**config.mk**
```make
export PLATFORM = sky130hd
export DESIGN_NAME = io_ctrl_flat
export DESIGN_NICKNAME = d
export VERILOG_FILES = /design/src/rtl/io_ctrl_if.sv /design/src/rtl/io_ctrl.sv /design/src/flat_wrapper.sv
export SDC_FILE = /design/constraint.sdc
export NUM_CORES = 1
export LEC_CHECK = 0
export ABC_AREA = 1
export BUFFER_PORTS_ARGS = -buffer_cell sky130_fd_sc_hd__buf_2
export CAP_MARGIN = 20
export CORE_AREA = 8 8 123 125
export DETAILED_ROUTE_END_ITERATION = 8
export DIE_AREA = 0 0 131 133
export PLACE_DENSITY = 0.91
export SYNTH_ARGS = -nofsm -noshare
export SYNTH_HDL_FRONTEND = slang
export SYNTH_SLANG_ARGS = --single-unit
```
**constraint.sdc**
```tcl
create_clock -name CLK -period 4 [get_ports CLK]
set_clock_uncertainty 0.15 [all_clocks]
set_input_delay 0.2 -clock CLK [delete_from_list [all_inputs] [get_ports CLK]]
set_output_delay 0.2 -clock CLK [all_outputs]
set_load 0.05 [all_outputs]
```
**src/rtl/io_ctrl_if.sv**
```systemverilog
// Data-memory port bundle between the memory stage (master) and the
// memory-mapped I/O controller (slave).
interface io_ctrl_if #(
  parameter int DBITS = 16
);
  logic [DBITS-1:0] ADDR;
  logic [DBITS-1:0] DIN;
  logic             WE;
  logic             SEL;
  logic [DBITS-1:0] DOUT;

  modport master (
    output ADDR,
    output DIN,
    output WE,
    input  SEL,
    input  DOUT
  );

  modport slave (
    input  ADDR,
    input  DIN,
    input  WE,
    output SEL,
    output DOUT
  );
endinterface

```
**src/rtl/io_ctrl.sv**
```systemverilog
// Memory-mapped I/O controller for the 0xFFF0-0xFFFF page: debounced KEY/SW
// inputs with sticky press flags, display registers and an interval timer.
// Reads are combinational for the writeback mux; writes commit on CLK.
module io_ctrl #(
  parameter int DBITS  = 16,
  parameter int DEBCYC = 50000,
  parameter int TDIV   = 50000
) (
  input  logic             CLK,
  input  logic             RESET,
  io_ctrl_if.slave         bus,
  input  logic [3:0]       KEY,
  input  logic [9:0]       SW,
  output logic [DBITS-1:0] HEXOUT,
  output logic [9:0]       LEDR,
  output logic [7:0]       LEDG
);

  localparam int DPW = (DEBCYC > 1) ? $clog2(DEBCYC) : 1;
  localparam int TPW = (TDIV > 1) ? $clog2(TDIV) : 1;

  localparam logic [3:0] A_KDATA = 4'h0;
  localparam logic [3:0] A_SDATA = 4'h2;
  localparam logic [3:0] A_STAT  = 4'h4;
  localparam logic [3:0] A_TCNT  = 4'h6;
  localparam logic [3:0] A_HEX   = 4'h8;
  localparam logic [3:0] A_LEDR  = 4'hA;
  localparam logic [3:0] A_LEDG  = 4'hC;
  localparam logic [3:0] A_TLIM  = 4'hE;

  // input synchronizers (KEY is active-low, so it idles at 1)
  logic [3:0]       r_key_s1, r_key_s2;
  logic [9:0]       r_sw_s1, r_sw_s2;
  // debounce state, kept in "pressed" polarity for keys
  logic [DPW-1:0]   r_dpre;
  logic [3:0]       r_kprev, r_kdeb, r_kdeb_d;
  logic [9:0]       r_swprev, r_swdeb;
  // status, timer and display registers
  logic [9:0]       r_stat;
  logic [TPW-1:0]   r_tpre;
  logic [DBITS-1:0] r_tcnt, r_tlim, r_hex;
  logic [9:0]       r_ledr;
  logic [7:0]       r_ledg;

  logic             w_sel, w_wr, w_dtick;
  logic             w_wr_stat, w_wr_tcnt, w_wr_tlim;
  logic [3:0]       w_kagree, w_press;
  logic [9:0]       w_swagree, w_clr, w_set, w_stat_n;
  logic [TPW-1:0]   w_tpre_n;
  logic [DBITS-1:0] w_tcnt_n, w_tlim_n, w_dout;
  logic             w_wrap_set;

  assign w_sel     = (bus.ADDR[DBITS-1:4] == {(DBITS-4){1'b1}});
  assign w_wr      = bus.WE & w_sel;
  assign w_wr_stat = w_wr & (bus.ADDR[3:0] == A_STAT);
  assign w_wr_tcnt = w_wr & (bus.ADDR[3:0] == A_TCNT);
  assign w_wr_tlim = w_wr & (bus.ADDR[3:0] == A_TLIM);
  assign w_dtick   = (r_dpre == DPW'(DEBCYC - 1));

  // a bit is accepted only when the new sample matches the previous one
  assign w_kagree  = ~((~r_key_s2) ^ r_kprev);
  assign w_swagree = ~(r_sw_s2 ^ r_swprev);
  assign w_press   = r_kdeb & ~r_kdeb_d;

  // shared debounce sample prescaler
  always_ff @(posedge CLK) begin
    if (RESET) begin
      r_dpre <= '0;
    end else if (w_dtick) begin
      r_dpre <= '0;
    end else begin
      r_dpre <= r_dpre + DPW'(1);
    end
  end

  // two-flop synchronizers, debounce sampling and press edge register
  always_ff @(posedge CLK) begin
    if (RESET) begin
      r_key_s1 <= 4'hF;
      r_key_s2 <= 4'hF;
      r_sw_s1  <= 10'h000;
      r_sw_s2  <= 10'h000;
      r_kprev  <= 4'h0;
      r_kdeb   <= 4'h0;
      r_kdeb_d <= 4'h0;
      r_swprev <= 10'h000;
      r_swdeb  <= 10'h000;
    end else begin
      r_key_s1 <= KEY;
      r_key_s2 <= r_key_s1;
      r_sw_s1  <= SW;
      r_sw_s2  <= r_sw_s1;
      r_kdeb_d <= r_kdeb;
      if (w_dtick) begin
        r_kprev  <= ~r_key_s2;
        r_swprev <= r_sw_s2;
        r_kdeb   <= (r_kdeb & ~w_kagree) | (r_kprev & w_kagree);
        r_swdeb  <= (r_swdeb & ~w_swagree) | (r_swprev & w_swagree);
      end
    end
  end

  // timer next-state: bus writes beat ticks, TLIM==0 freezes everything
  always_comb begin
    w_tpre_n   = r_tpre;
    w_tcnt_n   = r_tcnt;
    w_tlim_n   = r_tlim;
    w_wrap_set = 1'b0;
    if (w_wr_tcnt || w_wr_tlim) begin
      w_tpre_n = '0;
      if (w_wr_tcnt) begin
        w_tcnt_n = bus.DIN;
      end else begin
        w_tcnt_n = r_tcnt;
      end
      if (w_wr_tlim) begin
        w_tlim_n = bus.DIN;
      end else begin
        w_tlim_n = r_tlim;
      end
    end else if (r_tlim == '0) begin
      w_tpre_n = '0;
    end else if (r_tpre == TPW'(TDIV - 1)) begin
      w_tpre_n = '0;
      if (r_tcnt == (r_tlim - DBITS'(1))) begin
        w_tcnt_n   = '0;
        w_wrap_set = 1'b1;
      end else begin
        // a count above the limit runs to all-ones and rolls over silently
        w_tcnt_n = r_tcnt + DBITS'(1);
      end
    end else begin
      w_tpre_n = r_tpre + TPW'(1);
    end
  end

  // status next-state: W1C clears, but a same-cycle set event wins
  always_comb begin
    w_clr    = 10'h000;
    w_set    = 10'h000;
    w_stat_n = r_stat;
    if (w_wr_stat) begin
      w_clr = bus.DIN[9:0];
    end else begin
      w_clr = 10'h000;
    end
    w_set    = {w_wrap_set & r_stat[8], w_wrap_set, w_press & r_stat[3:0], w_press};
    w_stat_n = (r_stat & ~w_clr) | w_set;
  end

  // timer and status registers
  always_ff @(posedge CLK) begin
    if (RESET) begin
      r_tpre <= '0;
      r_tcnt <= '0;
      r_tlim <= '0;
      r_stat <= 10'h000;
    end else begin
      r_tpre <= w_tpre_n;
      r_tcnt <= w_tcnt_n;
      r_tlim <= w_tlim_n;
      r_stat <= w_stat_n;
    end
  end

  // display registers
  always_ff @(posedge CLK) begin
    if (RESET) begin
      r_hex  <= '0;
      r_ledr <= 10'h000;
      r_ledg <= 8'h00;
    end else begin
      if (w_wr && (bus.ADDR[3:0] == A_HEX)) begin
        r_hex <= bus.DIN;
      end
      if (w_wr && (bus.ADDR[3:0] == A_LEDR)) begin
        r_ledr <= bus.DIN[9:0];
      end
      if (w_wr && (bus.ADDR[3:0] == A_LEDG)) begin
        r_ledg <= bus.DIN[7:0];
      end
    end
  end

  // combinational read mux; off-page addresses read as zero
  always_comb begin
    w_dout = '0;
    if (w_sel) begin
      case (bus.ADDR[3:0])
        A_KDATA: w_dout = DBITS'(r_kdeb);
        A_SDATA: w_dout = DBITS'(r_swdeb);
        A_STAT:  w_dout = DBITS'(r_stat);
        A_TCNT:  w_dout = r_tcnt;
        A_HEX:   w_dout = r_hex;
        A_LEDR:  w_dout = DBITS'(r_ledr);
        A_LEDG:  w_dout = DBITS'(r_ledg);
        A_TLIM:  w_dout = r_tlim;
        default: w_dout = DBITS'(16'hDEAD);
      endcase
    end else begin
      w_dout = '0;
    end
  end

  assign bus.SEL  = w_sel;
  assign bus.DOUT = w_dout;
  assign HEXOUT   = r_hex;
  assign LEDR     = r_ledr;
  assign LEDG     = r_ledg;

endmodule

```
**src/flat_wrapper.sv**
```systemverilog
// flat-port wrapper written by rule: the top's interface ports become plain ports
module io_ctrl_flat 
#(
  parameter int DBITS  = 16,
  parameter int DEBCYC = 50000,
  parameter int TDIV   = 50000
)
  (CLK, RESET, KEY, SW, HEXOUT, LEDR, LEDG, bus_ADDR, bus_DIN, bus_WE, bus_SEL, bus_DOUT);
  io_ctrl_if #(.DBITS(DBITS)) bus_i ();
  input  logic CLK;
  input  logic RESET;
  input  logic [3:0] KEY;
  input  logic [9:0] SW;
  output logic [DBITS-1:0] HEXOUT;
  output logic [9:0] LEDR;
  output logic [7:0] LEDG;
  input wire logic [$bits(bus_i.ADDR)-1:0] bus_ADDR;
  input wire logic [$bits(bus_i.DIN)-1:0] bus_DIN;
  input wire logic [$bits(bus_i.WE)-1:0] bus_WE;
  output wire logic [$bits(bus_i.SEL)-1:0] bus_SEL;
  output wire logic [$bits(bus_i.DOUT)-1:0] bus_DOUT;
  assign bus_i.ADDR = bus_ADDR;
  assign bus_i.DIN = bus_DIN;
  assign bus_i.WE = bus_WE;
  assign bus_SEL = bus_i.SEL;
  assign bus_DOUT = bus_i.DOUT;
  io_ctrl #(.DBITS(DBITS), .DEBCYC(DEBCYC), .TDIV(TDIV)) u_core (.CLK(CLK), .RESET(RESET), .bus(bus_i), .KEY(KEY), .SW(SW), .HEXOUT(HEXOUT), .LEDR(LEDR), .LEDG(LEDG));
endmodule
```
==> metrics <==
Syn. warnings 0; Initial DRC Count 856; VDD IR max 0.000377 V; worst-path cell chain inv_1 -> ha_1 -> nand2_4 -> nor2_4 -> nand4_1 -> nand4_1 -> o21ai_2 -> inv_2 -> nor2_1 -> nand2_1 -> a21oi_1; initial core utilization 0.620; Slew Viols, Final 0; DRT antenna net count 0; total length of routed wires 23400 um; Synth Cell Area 0.00811 mm^2; drt wl/cell 16.7 um; startpoint types register; Post-Route Utilization 0.727; Die Y 133 um; CP peak stage delay 0.34 ns; setup violators final 0; Congestion Overflow GR 0; CP max-delay cell inv_2; Final period util 0.629; TritonCTS clock tree yes; Cell Rows 42; CTS max path bufs 2; most frequent cells in the layout nand2_1, dfxtp_1, inv_1, nor2_1, a21oi_1; power density over the cells 363 mW/mm^2; share of cells above drive strength 1 0.161; port bufs 99; register area 0.00336 mm^2; Post-synth EDFFs 0; crit path capture type register; Hold Slack 0.0329 ns; MaxCap Viol Count 0; crit path time final 2.52 ns; Critical Path AT 2.67 ns; TritonCTS buffer count 17; latest clock arrival within the worst-skew pair 0.44 ns; CP max FO 21; Slew HR 0.270; via count 8065; fraction of registers with async set/reset 0; ant diodes 0; NumNets Final 1270; fillers 951; RSZ-0062 raised after global routing false; Worst Setup SP u_core.r_tlim[0]; clock root cell clkbuf_16; global-route wire length before repair 37800 um; largest net degree at the start of global routing 74; setup TNS 0 ns; via/cell ratio 5.74; Leak 4.09 nW; status finished clean; Detail Placement HPWL 16400 um; post_cts resized 0; multi-input gate area in the final layout 0.00399 mm^2; Reg clk slew, reported paths 0.07 ns; Slew @ Worst Pin 1.09 ns; vias in the first global route 7669; RR Startpoint u_core.r_tlim[0]; Yosys reg bits 168; CTS sink count 168; Syn Area/Cell 7.31 um^2; Final Wtd Congestion 0.916; Hold WC Path Type input port to register; Post-route DRC 0; H-tree depth 4; initial antenna violation count 0; die area 0.0174 mm^2; R2R depth 11; Post-synth top flop dfxtp_1; cells after synthesis 1110; WP data required 4.15 ns; fmax 0.397 GHz; Top Ports 100; Crit path top cell by count nand4_1; Net Count, Synth 1163; total track usage 0.275; 1st-pass router iterations 6; post-CTS setup buffers 0; Fin. Hold Viols 0; most common cell after layout, fill and taps aside nand2_1; R2R setup slack 1.48 ns; hold_buf cts 28; core area 0.0131 mm^2; kind of critical path register to register; area grow syn2layout 17.3%; WHS Path Cells 5; capturing point of the worst reg2reg path u_core.r_tcnt[8]; chip width 131 um; worst setup path end u_core.r_tcnt[8]; sequential-to-total area share from yosys stat 0.415; Yosys cell types 53
routing by layer:
| layer | wire length (um) | vias up | part of all wire | GRT usage |
|---|---|---|---|---|
| met5 | 0 | - | 0 | 0 |
| met4 | 851 | 0 | 0.036 | 0.131 |
| met3 | 1810 | 69 | 0.077 | 0.0530 |
| met2 | 11600 | 391 | 0.50 | 0.460 |
| met1 | 9120 | 3740 | 0.39 | 0.327 |
| li1 | - | 3865 | - | - |
worst min path at each step:
| stage | slack [ns] | endpoint | from |
|---|---|---|---|
| 3_5_place_dp | 0.24 | u_core.r_key_s1[0] | KEY[0] |
| 4_1_cts | 0.01 | u_core.r_tlim[9] | bus_DIN[9] |
| 6_report | 0.03 | u_core.r_tcnt[9] | bus_DIN[9] |
| 2_1_floorplan | 0.15 | u_core.r_key_s1[0] | KEY[0] |
| 3_3_place_gp | 0.23 | u_core.r_key_s1[0] | KEY[0] |
| 5_1_grt | 0.05 | u_core.LEDR[9] | bus_DIN[9] |
cell families after synthesis:
| logic type | share of synthesized area |
|---|---|
| AOI/OAI and AO/OA | 0.186 |
| xor gates and xnor gates | 0.0367 |
| adders and majority gates | 0.00617 |
| buffers and inverters | 0.0941 |
| DFF | 0.415 |
| and+or+nand+nor | 0.262 |
sequential cells by signal (all words and copies together) (netlist names), 16 cells and up, named ones only:
register and flops:
u_core.r_tcnt 16, u_core.HEXOUT 16, u_core.r_tpre 16, u_core.r_tlim 16, u_core.r_dpre 16
cell usage after synthesis, types with 15 or more instances:
master / instances / area share
xor2_1: 19 / 0.021
nand2_1: 185 / 0.086
clkbuf_1: 28 / 0.013
xnor2_1: 15 / 0.016
dfxtp_1: 168 / 0.41
nand3_1: 37 / 0.023
a21oi_1: 108 / 0.067
o21ai_0: 105 / 0.065
nor2_1: 125 / 0.058
inv_1: 137 / 0.063
nor3_1: 18 / 0.011
through the flow:
step                cell area (um^2)  worst slack (ns)  cells  power, W
floorplan                       8110              1.66   1110   0.00179
global placement                8650              1.44   1346   0.00184
detailed placement              8650              1.41   1346   0.00184
CTS                             9520              1.54   1406   0.00345
global route                    9520              1.31   1406   0.00354
finish                          9520              1.48   1406   0.00345
where the power goes:
group / internal, W / switching (W) / leakage [nW]
registers: 0.00169 / 0.00000586 / 1.36
clock network: 0.000921 / 0.000699 / 0.283
logic: 0.0000528 / 0.0000851 / 2.45
critical path: cells and delay by family, from the launching register on:
family / cells / cell delay [ns]
AND/OR/NAND/NOR: 6 / 0.80
buffers and inverters: 2 / 0.50
flip-flops: 1 / 0.33
AO/OA/AOI/OAI: 2 / 0.26
adder cells (fa/ha/maj): 1 / 0.33
layout make-up:
class,instances,area share
Tap cell,176,0.0231
Sequential cell,168,0.353
Clock inverter,10,0.0113
Clock buffer,22,0.0498
Timing Repair Buffer,133,0.0863
Inverter,145,0.0572
Multi-Input combinational cell,752,0.419
Power figures use the tool's default switching activity.
